==> config.mk <==
export PLATFORM = sky130hd
export DESIGN_NAME = sc_fifo
export DESIGN_NICKNAME = d
export VERILOG_FILES = /design/src/rtl/sc_fifo.sv
export SDC_FILE = /design/constraint.sdc
export NUM_CORES = 1
export LEC_CHECK = 0
export BUFFER_PORTS_ARGS = -buffer_cell sky130_fd_sc_hd__buf_2
export CORE_MARGIN = 2
export CORE_UTILIZATION = 45
export CTS_BUF_LIST = sky130_fd_sc_hd__clkbuf_8
export DETAILED_ROUTE_END_ITERATION = 8
export SYNTH_ARGS = -nofsm -noshare
export SYNTH_HDL_FRONTEND = slang
export SYNTH_SLANG_ARGS = --single-unit
==> constraint.sdc <==
create_clock -name clk -period 6.16 [get_ports clk]
set_clock_uncertainty 0.2 [all_clocks]
set_input_delay 1.232 -clock clk [delete_from_list [all_inputs] [get_ports clk]]
set_output_delay 1.232 -clock clk [all_outputs]
set_load 0.01 [all_outputs]
==> src/rtl/sc_fifo.sv <==
// Single-clock synchronous FIFO with full-depth capacity, threshold flags,
// synchronous flush, sticky error flags and optional first-word-fall-through output.
module sc_fifo #(
    parameter type T          = logic [15:0],
    parameter int  L2DEPTH    = 3,
    parameter bit  FWFT       = 1'b0,
    parameter int  AFULL_LVL  = (2 ** L2DEPTH) - 2,
    parameter int  AEMPTY_LVL = 2
) (
    input  logic             clk,
    input  logic             rstn,
    input  logic             flush,
    input  logic             err_clr,
    input  T                 wr_din,
    input  logic             wr_write,
    output logic             wr_full,
    output logic             wr_afull,
    input  logic             rd_read,
    output T                 rd_dout,
    output logic             rd_empty,
    output logic             rd_aempty,
    output logic [L2DEPTH:0] usedw,
    output logic             ovf,
    output logic             udf
);

    localparam int DEPTH = 2 ** L2DEPTH;
    localparam int CW    = L2DEPTH + 1;

    typedef logic [CW-1:0] cnt_t;

    localparam cnt_t DEPTH_CNT  = cnt_t'(DEPTH);
    localparam cnt_t AFULL_CNT  = cnt_t'(AFULL_LVL);
    localparam cnt_t AEMPTY_CNT = cnt_t'(AEMPTY_LVL);

    if (L2DEPTH < 1) begin : g_depth_chk
        $fatal(1, "sc_fifo: L2DEPTH must be at least 1");
    end
    if (AFULL_LVL < 1 || AFULL_LVL > DEPTH) begin : g_afull_chk
        $fatal(1, "sc_fifo: AFULL_LVL out of range 1..DEPTH");
    end
    if (AEMPTY_LVL < 0 || AEMPTY_LVL > DEPTH - 1) begin : g_aempty_chk
        $fatal(1, "sc_fifo: AEMPTY_LVL out of range 0..DEPTH-1");
    end

    T     mem_q [DEPTH];
    cnt_t wr_ptr_q, wr_ptr_d;
    cnt_t rd_ptr_q, rd_ptr_d;
    cnt_t count_q, count_d;
    logic full_q, full_d;
    logic afull_q, afull_d;
    logic empty_q, empty_d;
    logic aempty_q, aempty_d;
    logic ovf_q, ovf_d;
    logic udf_q, udf_d;
    T     dout_q, dout_d;
    logic wr_acc, rd_acc;

    always_comb begin
        wr_acc   = wr_write && !full_q && !flush;
        rd_acc   = rd_read && !empty_q && !flush;
        wr_ptr_d = wr_ptr_q + cnt_t'(wr_acc);
        rd_ptr_d = rd_ptr_q + cnt_t'(rd_acc);
        count_d  = count_q + cnt_t'(wr_acc) - cnt_t'(rd_acc);
        ovf_d    = ovf_q;
        udf_d    = udf_q;
        dout_d   = dout_q;

        if (flush) begin
            wr_ptr_d = '0;
            rd_ptr_d = '0;
            count_d  = '0;
        end else begin
            if (err_clr) begin
                ovf_d = 1'b0;
                udf_d = 1'b0;
            end
            // A rejection in the same cycle as err_clr must leave the flag set.
            if (wr_write && full_q)  ovf_d = 1'b1;
            if (rd_read  && empty_q) udf_d = 1'b1;
        end

        full_d   = (count_d == DEPTH_CNT);
        afull_d  = (count_d >= AFULL_CNT);
        empty_d  = (count_d == '0);
        aempty_d = (count_d <= AEMPTY_CNT);

        if (FWFT) begin
            // The new head is still in flight when it is the word being written now.
            if (count_d != '0) begin
                if (wr_acc && (rd_ptr_d[L2DEPTH-1:0] == wr_ptr_q[L2DEPTH-1:0]))
                    dout_d = wr_din;
                else
                    dout_d = mem_q[rd_ptr_d[L2DEPTH-1:0]];
            end
        end else if (rd_acc) begin
            dout_d = mem_q[rd_ptr_q[L2DEPTH-1:0]];
        end
    end

    // NOTE: storage has no reset; validity is tracked by the pointers, and a
    // reset-free array maps onto plain RAM.
    always_ff @(posedge clk) begin
        if (wr_acc) mem_q[wr_ptr_q[L2DEPTH-1:0]] <= wr_din;
    end

    always_ff @(posedge clk) begin
        if (!rstn) begin
            wr_ptr_q <= '0;
            rd_ptr_q <= '0;
            count_q  <= '0;
            full_q   <= 1'b0;
            afull_q  <= 1'b0;
            empty_q  <= 1'b1;
            aempty_q <= 1'b1;
            ovf_q    <= 1'b0;
            udf_q    <= 1'b0;
            dout_q   <= '0;
        end else begin
            wr_ptr_q <= wr_ptr_d;
            rd_ptr_q <= rd_ptr_d;
            count_q  <= count_d;
            full_q   <= full_d;
            afull_q  <= afull_d;
            empty_q  <= empty_d;
            aempty_q <= aempty_d;
            ovf_q    <= ovf_d;
            udf_q    <= udf_d;
            dout_q   <= dout_d;
        end
    end

    assign wr_full   = full_q;
    assign wr_afull  = afull_q;
    assign rd_empty  = empty_q;
    assign rd_aempty = aempty_q;
    assign usedw     = count_q;
    assign ovf       = ovf_q;
    assign udf       = udf_q;
    assign rd_dout   = dout_q;

endmodule

=== Yosys cells after proc, flatten, opt, wreduce, memory -nomap -nowiden ===
Memories as Yosys holds them, arrays and structs flattened. A register that Yosys moved wholly into a read port is not among the register bits.
Index checks and enable logic that the tools add are counted.

* Multiplexer cells: 6
* Equality and inequality tests: 1
* Bitwise gates (word level): 2
* Multipliers: 0
* Reduce and logical (&&, ||, !) cells: 16
* Shift-type cells: 0
* Magnitude comparators: 2
* Div/mod/pow operators: 0
* $add $sub $neg: 4

{| class="wikitable"
|+ Operators by type and width
! kind !! count
|-
| 4-bit by 1-bit adder with 4-bit output || 3
|-
| 1-bit logical AND || 6
|-
| 1-bit two-way mux || 5
|-
| 4-bit equality test, second input constant || 1
|-
| 4-bit by 3-bit >= comparator with 1-bit output, second input constant || 1
|-
| 4-bit by 2-bit less-or-equal comparator with 1-bit output, second input constant || 1
|-
| 1-bit zero test || 4
|-
| 4-bit zero test || 1
|-
| 4-bit two-way mux || 1
|-
| 2-bit AND reduction || 2
|-
| 2-bit nonzero test || 2
|-
| 4-bit by 1-bit subtractor with 4-bit output || 1
|-
| 1-bit NOT || 2
|-
| 2-bit OR reduction || 1
|}

* Memories kept: 1
* Word-level logic and storage cells: 41
* Output and inout port bits: 26
* Input port bits: 22
* Memory bits (read-only): 0
* Register bits after elaboration: 18
* RAM bits: 128
* Latch bits: 0

{| class="wikitable"
|+ Memory list
! name !! depth !! bits a word !! read ports !! clocked after memory_dff !! wr ports !! line !! RTL
|-
| mem_q || 8 || 16 || 1 || 1 || 1 || 46 || <nowiki>T mem_q [DEPTH];</nowiki>
|}

=== Longest topological paths before layout ===
Gate-level depths: netlist of the first run.

* Word-level depth: 7
* Gate-level depth with buffers: 8
* Depth with buffers taken out: 8

=== Least setup slack after synthesis of the first run ===
OpenSTA, ideal clock, no wires.

* Path type: input -> register
* Start: in flush
* End: mem mem_q[0][0] (netlist name) (enable)
* Arrival: 2753 ps
* Setup time: 409 ps
* Cell stages on the path: 3
* Required time: 5551 ps
* Path slack: 2797 ps
* Cells stage by stage: nor3b_2 -> nand2b_1 -> nor3_1

* Longest elaborated chain between the ends: 4

{| class="wikitable"
|+ RTL lines
! item !! line !! RTL
|-
| from (decl) || 12 || <nowiki>input logic flush,</nowiki>
|-
| 1-bit zero test || 60 || <nowiki>wr_acc = wr_write && !full_q && !flush;</nowiki>
|-
| 1-bit logical AND || 60 ||
|-
| 1-bit two-way mux || 104 || <nowiki>if (wr_acc) mem_q[wr_ptr_q[L2DEPTH-1:0]] <= wr_din;</nowiki>
|-
| 1-bit two-way mux (implied by the code) || 104 ||
|-
| to (decl) || 46 ||
|}

Every way passes these cells.

=== Worst setup path after layout of the first run ===
* Start: in flush
* End: reg full_q (netlist: wr_full)

* Longest elaborated chain between the ends: 6
* Elaborated cells on any way between the ends: 7
* Those cells by class: 2 x add/sub; 1 x eq/ne; 1 x mux; 3 x reduce/logical

{| class="wikitable"
|+ RTL lines
! item !! line !! RTL
|-
| 1-bit zero test || 60, 61 ||
|-
| 1-bit logical AND || 60 ||
|-
| 4-bit by 1-bit adder with 4-bit output || 64 || <nowiki>count_d = count_q + cnt_t'(wr_acc) - cnt_t'(rd_acc);</nowiki>
|-
| 4-bit by 1-bit subtractor with 4-bit output || 64 ||
|-
| 4-bit two-way mux (*) || 69 || <nowiki>if (flush) begin</nowiki>
|-
| 4-bit equality test (*) || 83 || <nowiki>full_d = (count_d == DEPTH_CNT);</nowiki>
|-
| to (signal assigned) || 123 || <nowiki>full_q <= full_d;</nowiki>
|-
| to (decl) || 50 || <nowiki>logic full_q, full_d;</nowiki>
|}

Mark *: on every way between the ends. The rest lies on a longest branch, timed or not.
A chain may end at the register's enable or synchronous reset.

==> flow_summary.yaml, run 1 <==
die:
  initial_core_util_pct: 46.31
  die_h_um: 121.2
  rows: 42
  dieArea_um2: 14690
  io_pins: 48
  die_w_um: 121.2
  core-area_um2: 13350
power:
  netSwitchingFraction_pct: 21.48
  power_density_nw_per_um2: 275.1
  clkPwrFrac_pct: 33.1
  share_comb_of_total_power_pct: 4.6
  vdd_drop_max_uv: 107.7
  cellLeakagePower_nw: 2.387
  p_int_w: 0.001491
  pwr-share-seq_pct: 62.3
  p_sw_w: 0.0004078
sta:
  setup_tns_ps: 0
  tightest_slew_ps: 1138
  finalHoldViolCount: 0
  fin_crit_sh_pct: 49.65
  slew_viol_final: 0
  slew_headroom_pct: 24.12
  finalSetupViolCount: 0
  fmaxAchievable_mhz: 327.0
  rsz0062_at_grt: "no"
  fin_crit_ps: 3058
route:
  vias: 3237
  wire_per_inst_um: 18.34
  drt-total-wl_um: 11430
  final_antenna_net_count: 0
  drtPass1Iterations: 4
  routed_via_density: 5.196
  drt_iter0_drc: 211
  drc: 0
place:
  gp_congestion: 0.7125
  placed_area_um2: 6575
  place_hpwl_um: 6917
  io_buffers: 47
synth:
  synthCells: 376
  yosysSeqAreaShare_pct: 72.55
  synth_area_per_cell_um2: 16.44
  ys_types: 31
  syn_nets: 405
  syn_area_um2: 6181
  yosys_warnings: 0
  ys_ff_latch: 160
setup_path:
  crit_path_end_kind: "register"
  worst-r2r-setup-slack_ps: 3690
  path_max_fanout: 7
  reg2reg_from: "wr_full$_SDFF_PN0_"
  crit_type: "primary input to register"
  worstPathArrival_ps: 3220
  cp.required_ps: 6320
  r2r_cells: 8
  r2r_end: "wr_full$_SDFF_PN0_"
  cp-start-kind: "primary input"
grt:
  gr-max-usage-layer: "met2"
  antenna_found_initial: 0
  overflow: 0
  use_met1_pct: 22.59
  first_global_vias: 3309
  grt_max_degree: 65
  grt_usage_pct: 17.07
  use_met2_pct: 26.93
  grt_pass1_wl_um: 18130
  met3_usage_pct: 4.276
clocking:
  htreeDepth: 4
  cts.path.max_buffers: 2
  cts_hold_buf: 0
  clk_pin_slew_ps: 80
  clock_latency_ps: 440
  cts_tree: "built"
  cts_resized: 0
  cts-root-buf: "clkbuf_8"
  cts_inserted_buffers: 17
  post_cts_buffers: 0
  clock-sinks: 160
run_status:
  status: "finished clean"
flow_run:
  maxCapViolCount: 0
finish:
  antenna_cells: 0
  design_area_um2: 6900
  num-nets-final: 463
  drive_gt1_share_pct: 20.58
  area_delta_synth_final_pct: 11.64
hold_path:
  hp-class: "register to register"
  worstHoldEndpoint: "rd_dout[11]$_SDFFE_PN0P_"
  min_delay_path_depth: 1
  min_from: "rd_dout[11]$_SDFFE_PN0P_"
## through the flow
| stage | utilization (%) | hold slack [ps] | setup WS, ps | cells | power [W] |
|---|---|---|---|---|---|
| 6_report | 51.70 | 281.3 | 3102 | 623 | 0.001898 |
| 5_1_grt | 51.70 | 297.8 | 2937 | 623 | 0.001975 |
| 4_1_cts | 51.70 | 282.8 | 3129 | 623 | 0.001923 |
| 3_5_place_dp | 49.26 | 259.6 | 2671 | 591 | 0.001296 |
| 3_3_place_gp | 49.26 | 260.6 | 2704 | 591 | 0.001295 |
| 2_1_floorplan | - | 311.0 | 2797 | 376 | 0.001260 |
## cells by family (layout without fill, tap and decap cells)
group / count (synthesis) / count (layout) / synth area share [%]
buffers and inverters: 22 / 93 / 2.814
xor gates and xnor gates: 6 / 6 / 0.8502
AOI/OAI and AO/OA: 73 / 73 / 8.158
and+or+nand+nor: 44 / 44 / 3.725
muxes: 64 / 64 / 10.36
DFF: 160 / 160 / 72.55
adders and majority gates: 7 / 7 / 1.538
## worst max path at each step
stage / from / endpoint / slack, ps / cells past startpoint
2_1_floorplan: flush / mem_q[0][0]$_DFFE_PP_ / 2800 / 3
3_3_place_gp: flush / rd_empty$_SDFF_PN1_ / 2700 / 9
4_1_cts: flush / wr_full$_SDFF_PN0_ / 3130 / 9
6_report: flush / wr_full$_SDFF_PN0_ / 3100 / 9
3_5_place_dp: flush / rd_empty$_SDFF_PN1_ / 2670 / 9
5_1_grt: flush / wr_full$_SDFF_PN0_ / 2940 / 9
## worst max-delay path, stage by stage
cell	delay, ps
buf_2	150
nor3b_2	340
or3_1	250
nand2_1	70
ha_1	210
fa_1	380
xnor2_1	310
a21oi_1	140
nor3_1	150
## flip-flops by register name, indices dropped and copies added, names as in the netlist, 3 cells and up
signal and count:
rd_dout 16, wr_ptr_q 3, mem_q 128, usedw 4
rd_ptr_q 3
## layout by cell type, fill, tap and decap left out, types with 3 or more instances in the layout
master / count
a21oi_1: 35
a22o_1: 32
and2_1: 8
buf_2: 47
buf_4: 11
clkbuf_8: 18
clkinv_1: 4
clkinv_2: 3
clkinvlp_4: 3
dfxtp_1: 31
edfxtp_1: 128
ha_1: 6
inv_1: 5
mux2i_1: 64
nand2_1: 6
nand2b_1: 6
nor2_1: 14
nor2b_2: 3
xnor2_1: 4
## per-layer routing
layer,share of wire [%],vias to the layer above
li1,-,1559
met1,45,1599
met2,49,72
met3,5.3,7
met4,0.98,0
met5,0,-
## power groups by stage
stage | sequential [W] | clock [W] | combinational, W
detailed placement | 0.00121 | 0 | 0.0000888
CTS | 0.00118 | 0.000651 | 0.0000893
finish | 0.00118 | 0.000628 | 0.0000875
global route | 0.00118 | 0.000694 | 0.0000973
global placement | 0.00121 | 0 | 0.0000881
floorplan | 0.00121 | 0 | 0.0000499
## synth_stat cells, drive strengths merged
master	count	area share, %
a31o	1	0.14
a2bb2oi	1	0.14
edfxtp	128	62
nand2	6	0.36
nor3b	1	0.20
a21oi	35	2.8
nor3	3	0.24
xor2	2	0.28
nor2b	5	0.55
buf	14	2.2
fa	1	0.32
and2	8	0.81
a32oi	1	0.14
nor2	14	0.85
nand2b	6	0.61
inv	3	0.18
xnor2	4	0.57
ha	6	1.2
a32o	1	0.16
a22o	32	4.5
or3	1	0.10
clkbuf	5	0.38
dfxtp	32	10
a21o	1	0.12
mux2i	64	10
o21ai	1	0.081
## layout make-up
type / count / area [µm²]
clock inverter: 14 / 77.57
sequential: 160 / 4488
timing repair buffer: 58 / 317.8
multi-input combinational: 194 / 1538
tap: 176 / 220.2
fill: 1154 / 6447
inverter: 3 / 11.26
clock buffer: 18 / 247.7
Power figures use the tool's default switching activity.
==> run 2, diff against run 1 <==
--- a/config.mk
+++ b/config.mk
@@ -5,6 +5,7 @@
 export SDC_FILE = /design/constraint.sdc
 export NUM_CORES = 1
 export LEC_CHECK = 0
+export ABC_AREA = 1
 export BUFFER_PORTS_ARGS = -buffer_cell sky130_fd_sc_hd__buf_2
 export CORE_MARGIN = 2
 export CORE_UTILIZATION = 45
==> constraint.sdc (replaced) <==
create_clock -name clk -period 2.73 [get_ports clk]
set_clock_uncertainty 0.2 [all_clocks]
set_input_delay 0.546 -clock clk [delete_from_list [all_inputs] [get_ports clk]]
set_output_delay 0.546 -clock clk [all_outputs]
set_load 0.01 [all_outputs]
==> run 2 against run 1 <==
Effect of this change:
- design area rose by 10%
- total power grew 150%
- global-route usage is 1.9 points higher
- first-iteration DRC count up 41%
- setup slack worse by 2700 ps
- non-clock buffer count is 11 higher
- sequential power increased by 130%
- via count increased by 40%
- critical endpoint is now rd_aempty$_SDFF_PN1_
==> flow_summary.yaml, run 2 <==
route:
  vias: 4543
  routed_via_density: 4.938
  final_antenna_net_count: 0
  drc: 0
  drtPass1Iterations: 5
  drt_iter0_drc: 297
  wire_per_inst_um: 15.48
  drt-total-wl_um: 14240
setup_path:
  crit_path_end_kind: "register"
  slowest_delay_ps: 400
  cpMaxStageDelayCell: "fa_1"
  worstPathArrival_ps: 2540
  cp-start-kind: "register"
  path_cells: "nor3_2 -> inv_2 -> nand2_1 -> nand2_1 -> ha_1 -> fa_1 -> or2_2 -> nand3_1 -> nand2_1 -> inv_1 -> nand2_1 -> inv_1"
  path_max_fanout: 3
  crit_type: "register to register"
  cp.required_ps: 2940
  r2r_cells: 12
  crit_top_cell: "nand2_1"
clocking:
  cts_resized: 0
  cts_inserted_buffers: 17
  cts_hold_buf: 0
  cts_tree: "built"
  clk_pin_slew_ps: 80
  cts.path.max_buffers: 2
  clock-sinks: 160
  clock_latency_ps: 460
  cts-root-buf: "clkbuf_8"
  htreeDepth: 4
  post_cts_buffers: 0
sta:
  fmaxAchievable_mhz: 428.4
  rsz0062_at_grt: "no"
  tightest_slew_ps: 738.2
  finalSetupViolCount: 0
  fin_crit_sh_pct: 85.51
  slew_viol_final: 0
  holdWs_ps: 156.7
  fin_crit_ps: 2334
  setup_tns_ps: 0
  slew_headroom_pct: 50.73
  setup_slack_ps: 395.7
  finalHoldViolCount: 0
finish:
  drive_gt1_share_pct: 14.81
  layout_common_cells: "nand2_1 (193), edfxtp_1 (128), inv_1 (117)"
  antenna_cells: 0
  final_common_cell: "nand2_1"
  largest_reg_flops: 128
  num-nets-final: 752
  area_delta_synth_final_pct: 13.65
  utilization_pct: 52.32
  fillerInstances: 1291
grt:
  grt_pass1_wl_um: 22830
  grt_max_degree: 37
  antenna_found_initial: 0
  overflow: 0
  grt_usage_pct: 18.99
  first_global_vias: 4417
synth:
  synthArstFlopShare_pct: 0
  ys_ff_latch: 160
  synth_common_cells: "nand2_1 (193), edfxtp_1 (128), inv_1 (115)"
  yosysSeqAreaShare_pct: 67.02
  synth_edf_count: 128
  syn_nets: 692
  ys.flop_type: "edfxtp_1"
  synthCells: 663
  synth_area_leaders: "edfxtp_1 (57%), nand2_1 (11%), dfxtp_1 (9.6%), nand3_1 (7.6%), inv_1 (6.5%)"
  synth_area_per_cell_um2: 10.09
  yosysTopAreaCellShare_pct: 57.44
  yosys_warnings: 0
  ys_types: 26
  syn_area_um2: 6691
  yosysMostFrequentCell: "nand2_1"
  synth_area_leader_cell: "edfxtp_1"
die:
  dieArea_um2: 15860
  core-area_um2: 14530
  initial_core_util_pct: 46.04
  die_h_um: 125.9
  io_pins: 48
  rows: 44
  die_w_um: 125.9
power:
  vdd_drop_max_uv: 264.6
  power_density_nw_per_um2: 620.1
  cellLeakagePower_nw: 3.311
run_status:
  status: "finished clean"
hold_path:
  hp-class: "primary input to register"
  min_delay_path_depth: 1
place:
  place_hpwl_um: 8483
  io_buffers: 47
  gp_congestion: 0.8196
  dp_slack_ps: 80.69
flow_run:
  maxCapViolCount: 0
run 2: changes by cell type in the layout (fill, tap and decap cells not counted), moves of 6 or more:
cell / change
mux2i_1: -64
nand3_1: +102
a22o_1: -32
nand2_1: +187
buf_4: +11
inv_1: +112
and2_1: -8
a21oi_1: -16
clkbuf_8: +9
inv_2: +6
run 2: logic make-up (layout without fill, tap and decap cells):
group                    after synthesis  in the layout  share of synthesized area (%)
AND/OR/NAND/NOR                      319            319                          20.08
adder cells (fa/ha/maj)                7              7                          1.421
flip-flops                           160            160                          67.02
XOR/XNOR                               3              3                         0.3927
buffers and inverters                150            223                          9.274
AO/OA/AOI/OAI                         24             24                          1.814
run 2: per-layer routing:
metal  up-vias  track usage [%]  part of all wire [%]
li1       2239                -                     -
met1      2162            25.28                    45
met2       124            30.33                    47
met3        18            4.843                   5.5
met4         0            6.917                   1.6
met5         -                0                     0
run 2: final cells by class:
| class | instances | area, µm² | area share [%] |
|---|---|---|---|
| sequential | 160 | 4486 | 58.98 |
| multi-input combinational | 353 | 1587 | 20.86 |
| inverter | 122 | 457.9 | 6.022 |
| timing repair buffer | 69 | 400.4 | 5.265 |
| clock buffer | 27 | 371.6 | 4.886 |
| tap | 184 | 230.2 | 3.027 |
| clock inverter | 5 | 72.57 | 0.9543 |
run 2: power by group:
part           total (W)  leakage (nW)  internal [W]  switching (W)
registers        0.00267          1.42       0.00266      0.0000103
logic           0.000184          1.66     0.0000610       0.000123
clock network    0.00187         0.237       0.00105       0.000814
run 2: per-stage QoR:
step                      total power (W)  cells  instance area [µm²]
after global placement           0.002898    888                 7161
after detailed placement         0.002906    888                 7161
after floorplan                  0.002817    663                 6691
after global routing             0.004894    920                 7605
after CTS                        0.004752    920                 7605
final                            0.004716    920                 7605
run 2: path summary, 6_finish.rpt:
| check | startpoint | end | slack (ps) |
|---|---|---|---|
| setup / recovery | wr_full$_SDFF_PN0_ | rd_aempty$_SDFF_PN1_ | 400 |
| hold / removal | wr_din[5] | mem_q[1][5]$_DFFE_PP_ | 160 |
| setup reg to reg | wr_full$_SDFF_PN0_ | rd_aempty$_SDFF_PN1_ | 400 |
| hold reg to reg | rd_dout[5]$_SDFFE_PN0P_ | rd_dout[5]$_SDFFE_PN0P_ | 260 |
run 2: worst max-delay path, delay by kind of cell, from the launching register on:
kind / cells / cell delay (ps)
fa+ha+maj: 2 / 610
buf+inv: 3 / 180
flops: 1 / 340
simple gates: 7 / 960
